## src/rtl/cell_r_stream.sv

```systemverilog
// cell_r_stream
// Result-register array (DATA_DEPTH rows x DATA_WIDTH columns) for the AP CAM
// datapath. It supports row/column writes, bulk copy from A or B, clear, and
// tagged/masked write-back of A with pass-controlled inversion. A handshaked
// burst engine streams consecutive rows or columns, wrapping at the array edge.
//
// Ports
//   clk, rst_In            clock, async active-low reset
//   op, wr_addr            array op (1 ROW_WR, 2 COL_WR, 3 COPY_B, 5 COPY_A, 6 CLR)
//   wr_row, wr_col         row / column write data
//   q_a, q_b, q_s          source arrays (cell[i][j] at bit i*W+j), per-row signs
//   tag, mask              write-back row tags / column mask
//   wb_en, abs_opt, pass   write-back control
//   rd_start, rd_dir,
//   rd_base, rd_len        burst request (dir 0 rows / 1 columns, len = beats-1)
//   out_valid, out_ready,
//   out_data, out_idx,
//   out_last               beat stream
//   rd_busy, rd_err        burst in progress / rejected start pulse
//   q                      array state
//
// state    | meaning
// S_IDLE   | no burst; accepts rd_start
// S_STREAM | burst active; loads and presents beats
module cell_r_stream #(
    parameter  int DATA_WIDTH = 4,
    parameter  int DATA_DEPTH = 4,
    parameter  int ADDR_WIDTH = 8,
    localparam int OUT_WIDTH  = (DATA_WIDTH > DATA_DEPTH) ? DATA_WIDTH : DATA_DEPTH
) (
    input  logic                             clk,
    input  logic                             rst_In,
    input  logic [2:0]                       op,
    input  logic [ADDR_WIDTH-1:0]            wr_addr,
    input  logic [DATA_WIDTH-1:0]            wr_row,
    input  logic [DATA_DEPTH-1:0]            wr_col,
    input  logic [DATA_WIDTH*DATA_DEPTH-1:0] q_a,
    input  logic [DATA_WIDTH*DATA_DEPTH-1:0] q_b,
    input  logic [DATA_DEPTH-1:0]            q_s,
    input  logic [DATA_DEPTH-1:0]            tag,
    input  logic [DATA_WIDTH-1:0]            mask,
    input  logic                             wb_en,
    input  logic                             abs_opt,
    input  logic [1:0]                       pass,
    input  logic                             rd_start,
    input  logic                             rd_dir,
    input  logic [ADDR_WIDTH-1:0]            rd_base,
    input  logic [ADDR_WIDTH-1:0]            rd_len,
    output logic                             out_valid,
    input  logic                             out_ready,
    output logic [OUT_WIDTH-1:0]             out_data,
    output logic [ADDR_WIDTH-1:0]            out_idx,
    output logic                             out_last,
    output logic                             rd_busy,
    output logic                             rd_err,
    output logic [DATA_WIDTH*DATA_DEPTH-1:0] q
);

    localparam logic [2:0] OP_ROW_WR = 3'd1;
    localparam logic [2:0] OP_COL_WR = 3'd2;
    localparam logic [2:0] OP_COPY_B = 3'd3;
    localparam logic [2:0] OP_COPY_A = 3'd5;
    localparam logic [2:0] OP_CLR    = 3'd6;

    localparam logic [ADDR_WIDTH-1:0] ROW_EXT = ADDR_WIDTH'(DATA_DEPTH);
    localparam logic [ADDR_WIDTH-1:0] COL_EXT = ADDR_WIDTH'(DATA_WIDTH);

    typedef enum logic [0:0] {S_IDLE, S_STREAM} state_t;

    state_t                            r_state, w_state_next;
    logic [DATA_WIDTH*DATA_DEPTH-1:0]  r_q, w_q_next;
    logic                              r_dir;
    logic [ADDR_WIDTH-1:0]             r_ptr, r_rem;
    logic                              r_valid, r_last, r_err;
    logic [OUT_WIDTH-1:0]              r_data, w_beat;
    logic [ADDR_WIDTH-1:0]             r_idx;
    logic [ADDR_WIDTH-1:0]             w_start_ext, w_cur_ext;
    logic                              w_start, w_err, w_load, w_done;
    logic                              w_hit, w_val, w_inv;

    // Array next-state: an op write on a cell beats write-back on that cell.
    always_comb begin
        w_q_next = r_q;
        w_hit    = 1'b0;
        w_val    = 1'b0;
        w_inv    = 1'b0;
        for (int i = 0; i < DATA_DEPTH; i++) begin
            for (int j = 0; j < DATA_WIDTH; j++) begin
                w_hit = 1'b0;
                w_val = 1'b0;
                unique case (op)
                    OP_ROW_WR: begin
                        w_hit = (wr_addr == ADDR_WIDTH'(i)) && (wr_addr < ROW_EXT);
                        w_val = wr_row[j];
                    end
                    OP_COL_WR: begin
                        w_hit = (wr_addr == ADDR_WIDTH'(j)) && (wr_addr < COL_EXT);
                        w_val = wr_col[i];
                    end
                    OP_COPY_B: begin
                        w_hit = 1'b1;
                        w_val = q_b[i*DATA_WIDTH+j];
                    end
                    OP_COPY_A: begin
                        w_hit = 1'b1;
                        w_val = q_a[i*DATA_WIDTH+j];
                    end
                    OP_CLR: begin
                        w_hit = 1'b1;
                        w_val = 1'b0;
                    end
                    default: ;
                endcase
                // abs passes only invert negative rows; plain passes 1/2 invert all
                w_inv = abs_opt ? (q_s[i] && pass[1]) : (pass == 2'd1 || pass == 2'd2);
                if (w_hit)
                    w_q_next[i*DATA_WIDTH+j] = w_val;
                else if (wb_en && tag[i] && mask[j])
                    w_q_next[i*DATA_WIDTH+j] = w_inv ? ~q_a[i*DATA_WIDTH+j] : q_a[i*DATA_WIDTH+j];
            end
        end
    end

    // Row or column selected by r_ptr, zero-extended to OUT_WIDTH.
    always_comb begin
        w_beat = '0;
        if (!r_dir) begin
            for (int i = 0; i < DATA_DEPTH; i++)
                if (r_ptr == ADDR_WIDTH'(i))
                    w_beat[DATA_WIDTH-1:0] = r_q[i*DATA_WIDTH +: DATA_WIDTH];
        end else begin
            for (int i = 0; i < DATA_DEPTH; i++)
                for (int j = 0; j < DATA_WIDTH; j++)
                    if (r_ptr == ADDR_WIDTH'(j))
                        w_beat[i] = r_q[i*DATA_WIDTH+j];
        end
    end

    assign w_start_ext = rd_dir ? COL_EXT : ROW_EXT;
    assign w_cur_ext   = r_dir  ? COL_EXT : ROW_EXT;

    always_comb begin
        w_state_next = r_state;
        w_start      = 1'b0;
        w_err        = 1'b0;
        w_load       = 1'b0;
        w_done       = 1'b0;
        unique case (r_state)
            S_IDLE: begin
                if (rd_start) begin
                    if (rd_base < w_start_ext) begin
                        w_start      = 1'b1;
                        w_state_next = S_STREAM;
                    end else begin
                        w_err = 1'b1;
                    end
                end
            end
            S_STREAM: begin
                // first beat fills the empty output stage; later beats load on transfer
                if (!r_valid) begin
                    w_load = 1'b1;
                end else if (out_ready) begin
                    if (r_last) begin
                        w_done       = 1'b1;
                        w_state_next = S_IDLE;
                    end else begin
                        w_load = 1'b1;
                    end
                end
            end
            default: w_state_next = S_IDLE;
        endcase
    end

    always_ff @(posedge clk or negedge rst_In) begin
        if (!rst_In) begin
            r_state <= S_IDLE;
            r_q     <= '0;
            r_dir   <= 1'b0;
            r_ptr   <= '0;
            r_rem   <= '0;
            r_valid <= 1'b0;
            r_last  <= 1'b0;
            r_err   <= 1'b0;
            r_data  <= '0;
            r_idx   <= '0;
        end else begin
            r_state <= w_state_next;
            r_q     <= w_q_next;
            r_err   <= w_err;
            if (w_start) begin
                r_dir <= rd_dir;
                r_ptr <= rd_base;
                r_rem <= rd_len;
            end
            if (w_load) begin
                r_valid <= 1'b1;
                r_data  <= w_beat;
                r_idx   <= r_ptr;
                r_last  <= (r_rem == '0);
                r_rem   <= r_rem - ADDR_WIDTH'(1);
                r_ptr   <= (r_ptr == w_cur_ext - ADDR_WIDTH'(1)) ? '0 : r_ptr + ADDR_WIDTH'(1);
            end
            if (w_done) begin
                r_valid <= 1'b0;
                r_last  <= 1'b0;
            end
        end
    end

    assign q         = r_q;
    assign out_valid = r_valid;
    assign out_data  = r_data;
    assign out_idx   = r_idx;
    assign out_last  = r_last;
    assign rd_busy   = (r_state == S_STREAM);
    assign rd_err    = r_err;

endmodule

```

## config.mk

```make
export PLATFORM = sky130hd
export DESIGN_NAME = cell_r_stream
export DESIGN_NICKNAME = d
export VERILOG_FILES = /design/src/rtl/cell_r_stream.sv
export SDC_FILE = /design/constraint.sdc
export NUM_CORES = 1
export LEC_CHECK = 0
export CAP_MARGIN = 30
export CORE_ASPECT_RATIO = 0.9
export CORE_MARGIN = 2
export CORE_UTILIZATION = 40
export DETAILED_ROUTE_END_ITERATION = 8
export MAX_ROUTING_LAYER = met4
export PLACE_DENSITY_LB_ADDON = 0.12
export SETUP_SLACK_MARGIN = 0.1
export SKIP_LAST_GASP = 1
export SYNTH_ARGS = -nofsm -noshare
export SYNTH_HDL_FRONTEND = slang
export SYNTH_SLANG_ARGS = --single-unit
```

## constraint.sdc

```tcl
create_clock -name clk -period 1.6 [get_ports clk]
set_input_delay 0.24 -clock clk [delete_from_list [all_inputs] [get_ports clk]]
set_output_delay 0.24 -clock clk [all_outputs]
set_load 0.01 [all_outputs]
```

# [Yosys cells after proc, flatten, opt, wreduce, memory -nomap -nowiden]
# Cells that the tools add are included.
[totals] output_inout_bits=32 register_bits=49 input_bits=88 wordCells=242
[op_classes] n_bitwise=17 n_lt_le_gt_ge=2 n_addsub=2 reduce_logical=52 n_eq_ne=13 muxes=131
[op_table] cell="2-to-1 mux 1 bit" n=88
[op_table] cell="one-hot mux 1 bit (4 select lines)" n=16
[op_table] cell="2-to-1 mux 8 bit" n=5
[op_table] cell="one-hot mux 1 bit (3 select lines)" n=12
[op_table] cell="nonzero test 2 bit" n=18
[op_table] cell="== test 8 x 2 -> 1 bit (second input constant)" n=4
[op_table] cell="logical AND 1 bit" n=28
[op_table] cell="logical NOT 8 bit" n=3
[op_table] cell="2-to-1 mux 4 bit" n=5
[op_table] cell="NOT 1 bit" n=17
[op_table] cell="== test 8 x 1 -> 1 bit (second input constant)" n=2
[op_table] cell="< comparator 8 x 3 -> 1 bit (second input constant)" n=2
[op_table] cell="one-hot mux 1 bit (2 select lines)" n=5
[op_table] cell="adder 8 x 1 -> 8 bit (second input constant)" n=1
[op_table] cell="subtractor 8 x 1 -> 8 bit (second input constant)" n=1
[op_table] cell="== test 3 x 2 -> 1 bit (second input constant)" n=2
[op_table] cell="== test 3 bit (second input constant)" n=2
[op_table] cell="== test 3 x 1 -> 1 bit (second input constant)" n=1
[op_table] cell="OR reduction 3 bit" n=1
[op_table] cell="== test 2 x 1 -> 1 bit (second input constant)" n=1
[op_table] cell="== test 2 bit (second input constant)" n=1
[op_table] cell="OR reduction 2 bit" n=1
[op_table] cell="logical OR 1 bit" n=1

# [Longest topological paths before layout]
# Gate-level depths: netlist of run 1.
[depth] word_depth=6 mapped_depth=7

# [Worst setup path after synthesis of run 1]
# OpenSTA, ideal clock, no wires.
[synth_timing] path_type="register -> register" from="reg r_state, in the netlist rd_busy" to="reg r_rem[2]" setup_slack_ns=-0.193 setup_time_ns=0.077 arrival_time_ns=1.715 stages_incl_launch_ff=6 path_cell_list="dfrtp_1 > nand2b_1 > nor4b_4 > nor2_2 > or3_1 > a21oi_1"
[synth_via] elab_chain_len=2
[synth_rtl] item="from (decl)" line_no="70" source="state_t r_state, w_state_next;"
[synth_rtl] item="from (signal assigned)" line_no="189" source="r_state <= w_state_next;"
[synth_rtl] item="2-to-1 mux 1 bit" line_no="148" source="unique case (r_state)"
[synth_rtl] item="2-to-1 mux 8 bit / nonzero test 2 bit (equally long branches)"
[synth_rtl] item="to (signal assigned)" line_no="195" source="r_rem <= rd_len;"
[synth_rtl] item="to (signal assigned)" line_no="202" source="r_rem <= r_rem - ADDR_WIDTH'(1);"
[synth_rtl] item="to (decl)" line_no="73" source="logic [ADDR_WIDTH-1:0] r_ptr, r_rem;"
# Several ways; a longest one is shown, not always the timed one.
# A chain may end at the register's enable or synchronous reset.

# [Worst setup path after layout of run 1]
[layout_timing] from="reg r_ptr[6]" to="reg r_ptr[5]"
[layout_via] elab_chain_len=3
[layout_rtl] item="from (decl)" line_no="73"
[layout_rtl] item="from (signal assigned)" line_no="194" source="r_ptr <= rd_base;"
[layout_rtl] item="from (signal assigned)" line_no="203" source="r_ptr <= (r_ptr == w_cur_ext - ADDR_WIDTH'(1)) ? '0 : r_ptr + ADDR_WIDTH'(1);"
[layout_rtl] item="== test 8 x 2 -> 1 bit" line_no="203"
[layout_rtl] item="2-to-1 mux 8 bit" line_no="203"
[layout_rtl] item="2-to-1 mux 8 bit" line_no="197" source="if (w_load) begin"
# Every way passes these cells.

==> results of run 1 <==
## area by class of cell
class | count | area [sq um]
Tap cell | 119 | 149
Multi-Input combinational cell | 357 | 2490
Clock buffer | 6 | 72.6
Clock inverter | 2 | 15.0
Fill cell | 731 | 2840
Timing Repair Buffer | 186 | 1740
Inverter | 8 | 30.0
Sequential cell | 49 | 1230
## power by group
group / internal, uW / switching, uW
Sequential: 1530 / 292
Clock: 310 / 456
Combinational: 1470 / 1440
## sequential cells by signal, indices dropped and copies added (netlist names)
register / count
out_idx: 8
q: 16
out_valid: 1
r_ptr: 8
out_last: 1
out_data: 4
r_dir: 1
rd_busy: 1
r_rem: 8
rd_err: 1
## path summary, 6_finish.rpt
check | from | endpoint | slack, ns | depth (start not counted)
max | r_ptr[6]$_DFFE_PN0P_ | r_ptr[5]$_DFFE_PN0P_ | -0.06 | 6
min | rst_In | out_idx[6]$_DFFE_PN0P_ | 0.44 | 3
max reg2reg | r_ptr[6]$_DFFE_PN0P_ | r_ptr[5]$_DFFE_PN0P_ | -0.06 | 6
min reg2reg | out_idx[4]$_DFFE_PN0P_ | out_idx[4]$_DFFE_PN0P_ | 0.47 | 2
max in group asynchronous | rst_In | rd_busy$_DFF_PN0_ | 0.90 | 3
min in group clk | rd_len[3] | r_rem[3]$_DFFE_PN0P_ | 0.45 | 3
## worst register-to-register path: cells and delay by family, from the launching register on
kind / cells / cell delay [ns]
buffers and inverters: 1 / 0.14
AND/OR/NAND/NOR: 2 / 0.73
AO/OA/AOI/OAI: 2 / 0.21
multiplexers: 1 / 0.07
flip-flops: 1 / 0.39
## what timing repair did
action | 4_1_cts | 5_1_grt
hold buffers | 1 | 0
gates cloned | 3 | 0
endpoints found under the setup margin | 55 | 47
resized for setup | 64 | 63
endpoints found under the hold margin | 49 | 0
pin swaps | 22 | 20
setup buffers | 16 | 4
## metal layers
layer  vias to the layer above  routed length, microns
met1                      1865                    5190
li1                       1951                       -
met4                         0                     237
met5                         -                       0
met2                       177                    6000
met3                        18                     932
## kinds of logic (layout without fill, tap and decap cells)
logic type	after synthesis	count (layout)	synth area share, %
buffers and inverters	26	202	2.84
DFF	49	49	34.8
and+or+nand+nor	198	199	26.9
AOI/OAI and AO/OA	119	119	23.3
xor gates and xnor gates	2	2	0.497
adders and majority gates	6	6	2.13
muxes	31	31	9.59
## synthesized netlist by cell type (all sizes together) (2+ instances only)
library cell / count
a21boi: 17
inv: 8
o211ai: 2
clkbuf: 16
ha: 6
and2: 5
a22oi: 18
a221oi: 2
mux2i: 9
nand2: 89
o21ai: 23
a21oi: 16
mux2: 22
nor2: 19
nand3: 40
buf: 2
and3: 4
dfrtp: 49
o21a: 5
nor2b: 5
nor3b: 3
a22o: 4
nor4: 4
o31ai: 17
a211oi: 4
a311oi: 2
nor3: 20
nand2b: 2
a41o: 4
## through the flow
stage / hold WS, ns / instance area, sq um / utilization (%) / TNS [ns]
finish: 0.440 / 5730 / 66.9 / -0.308
global route: 0.455 / 5730 / 66.9 / -0.801
CTS: 0.443 / 5490 / 64.1 / -0.497
detailed placement: 0.250 / 5180 / 60.4 / -13.29
global placement: 0.249 / 5180 / 60.4 / -11.58
floorplan: -0.0556 / 3590 / - / -0.108
## cell usage in the layout, fill, tap and decap left out, types with 5 or more instances in the layout
cell,synthesis,final
a21oi_2,0,8
inv_1,8,8
mux2i_1,9,8
nor2_1,18,15
o21a_1,5,5
clkdlybuf4s50_1,0,80
a21boi_1,2,10
o21ai_2,0,7
nand3_1,40,40
dlygate4sd2_1,0,19
nor3_1,20,18
nand2_1,89,84
ha_1,6,5
o31ai_1,17,16
dlymetal6s2s_1,0,16
a22oi_1,18,18
dfrtp_1,49,45
a21oi_1,16,7
buf_4,0,57
o21ai_0,22,9
buf_6,0,6
mux2_2,20,19
clkbuf_8,0,5
o21ai_1,1,6
and2_1,5,5
==> metrics.csv, run 1 <==
stage;metric;value;unit
grt;GRT Max-Usage Layer;met2;
pwr;PwrDens;960;nW/um^2
sta;Fmax achieved;0.601;GHz
grt;initial antenna violation count;0;
grt;met2 Resource Use GR;42.3;%
cts;clock root cell;clkbuf_8;
job;max-cap violation count;0;
grt;GR Util met3;4.19;%
sta;RSZ-0062 raised after global routing;true;
run_status;status;complete, but fails checks;
routing;antenna-violating nets left;0;
grt;pin count of the biggest net entering global routing;50;
setup_path;Worst EP arrival;1.86;ns
sta;Slew headroom;76.3;%
min_path;worst hold path type;input pin to asynchronous set/reset pin;
synthesis;Post-synth top flop;dfrtp_1;
placed_design;Placed Instances;695;
die;Ports;120;
synthesis;EDFF count, synth;0;
run_status;failing checks;setup timing;
cts;cts bufs inserted;5;
cts;clk buf depth;2;
routing;per-cell routed wire length;17.0;microns
setup_path;slowest CP cell;or4_4;
sta;Max Transition Viols Final;0;
sta;Min Clock Period, post-route;1.66;ns
synthesis;mean area per synthesized cell;8.17;sq um
die;initial core utilization;41.1;%
synthesis;ys async rst share;100;%
sta;final worst-path cycle share;104;%
routing;routed vias;4011;
synthesis;Post-Synthesis Cells;431;
setup_path;Req. time, crit path;1.80;ns
sta;Slew @ Worst Pin;0.355;ns
synthesis;syn nets;525;
pwr;peak supply drop;0.000610;V
finish;# diodes;0;
grt;total track usage;26.4;%
cts;clock-pin slew on the worst setup and hold paths;0.10;ns
die;DIE WIDTH;103;microns
sta;worst setup margin;-0.0639;ns
finish;share of layout cells above drive strength 1;25.5;%
routing;Iter 0 DRT Violations;173;
die;Die H;93.0;microns
pwr;final total power;5500;uW
sta;Final Setup Violations;7;
sta;final hold vios;0;
setup_path;Top delay family on crit path;simple AND/OR/NAND/NOR gates;
synthesis;synth unique cells;49;
die;core area;8570;sq um
setup_path;Critical Path Max Stage Delay;0.55;ns
setup_path;Top cell by count, worst path;a21oi_2;
synthesis;area share of the largest cell type after synthesis;34.8;%
finish;synthesis-to-layout area growth;62.6;%
grt;met1 Use GR;33.3;%
finish;final net count;701;
cts;clock sink count;49;
routing;wirelength, routed;12400;microns
synthesis;dominant cells by area after synthesis;dfrtp_1 35%, nand2_1 9.5%, mux2_2 6.4%, nand3_1 5.7%, a22oi_1 3.8%;
cts;H-tree depth;2;
grt;first-pass GRT wire length;19200;microns
routing;DR DRC count;0;
cts;CTS tree;built;
placed_design;Place WS;-0.556;ns
placed_design;Buffers on Ports;119;
synthesis;Post-Syn Area;3520;sq um
placed_design;Placer Congestion;0.974;
die;FP Rows;32;
setup_path;Critical path buffers and inverters;1;
placed_design;dpl hpwl;9360;microns
finish;final cell count without fillers;727;
synthesis;sequential fraction of the synthesis area;34.8;%
grt;Congestion Overflow GR;0;
setup_path;critical path endpoint category;flip-flop;
sta;Clock Skew;0.0136;ns
cts;worst skew pair latency;0.31;ns
pwr;Lkg Pwr;0.00274;uW
routing;vias per std cell;5.52;
setup_path;worst path cell trace;or4_4, nor3_4, a21oi_2, buf_6, a21oi_2, mux2i_1;
grt;vias in the first global route;3967;
synthesis;FF+latch count, synth;49;
die;Die ar.;9570;sq um
synthesis;area leader, netlist;dfrtp_1;
setup_path;crit path launch type;flip-flop;
setup_path;crit-path max FO;5;
synthesis;Yosys warning count;0;
routing;drt first pass iters;5;
setup_path;CP Class;flip-flop to flip-flop;
Power figures use the tool's default switching activity.
==> run 2, diff against run 1 <==
Settings changed: ABC_AREA from default to 0.
==> results of run 2 <==
Final layout, timing and power as in run 1 (identical DEF).
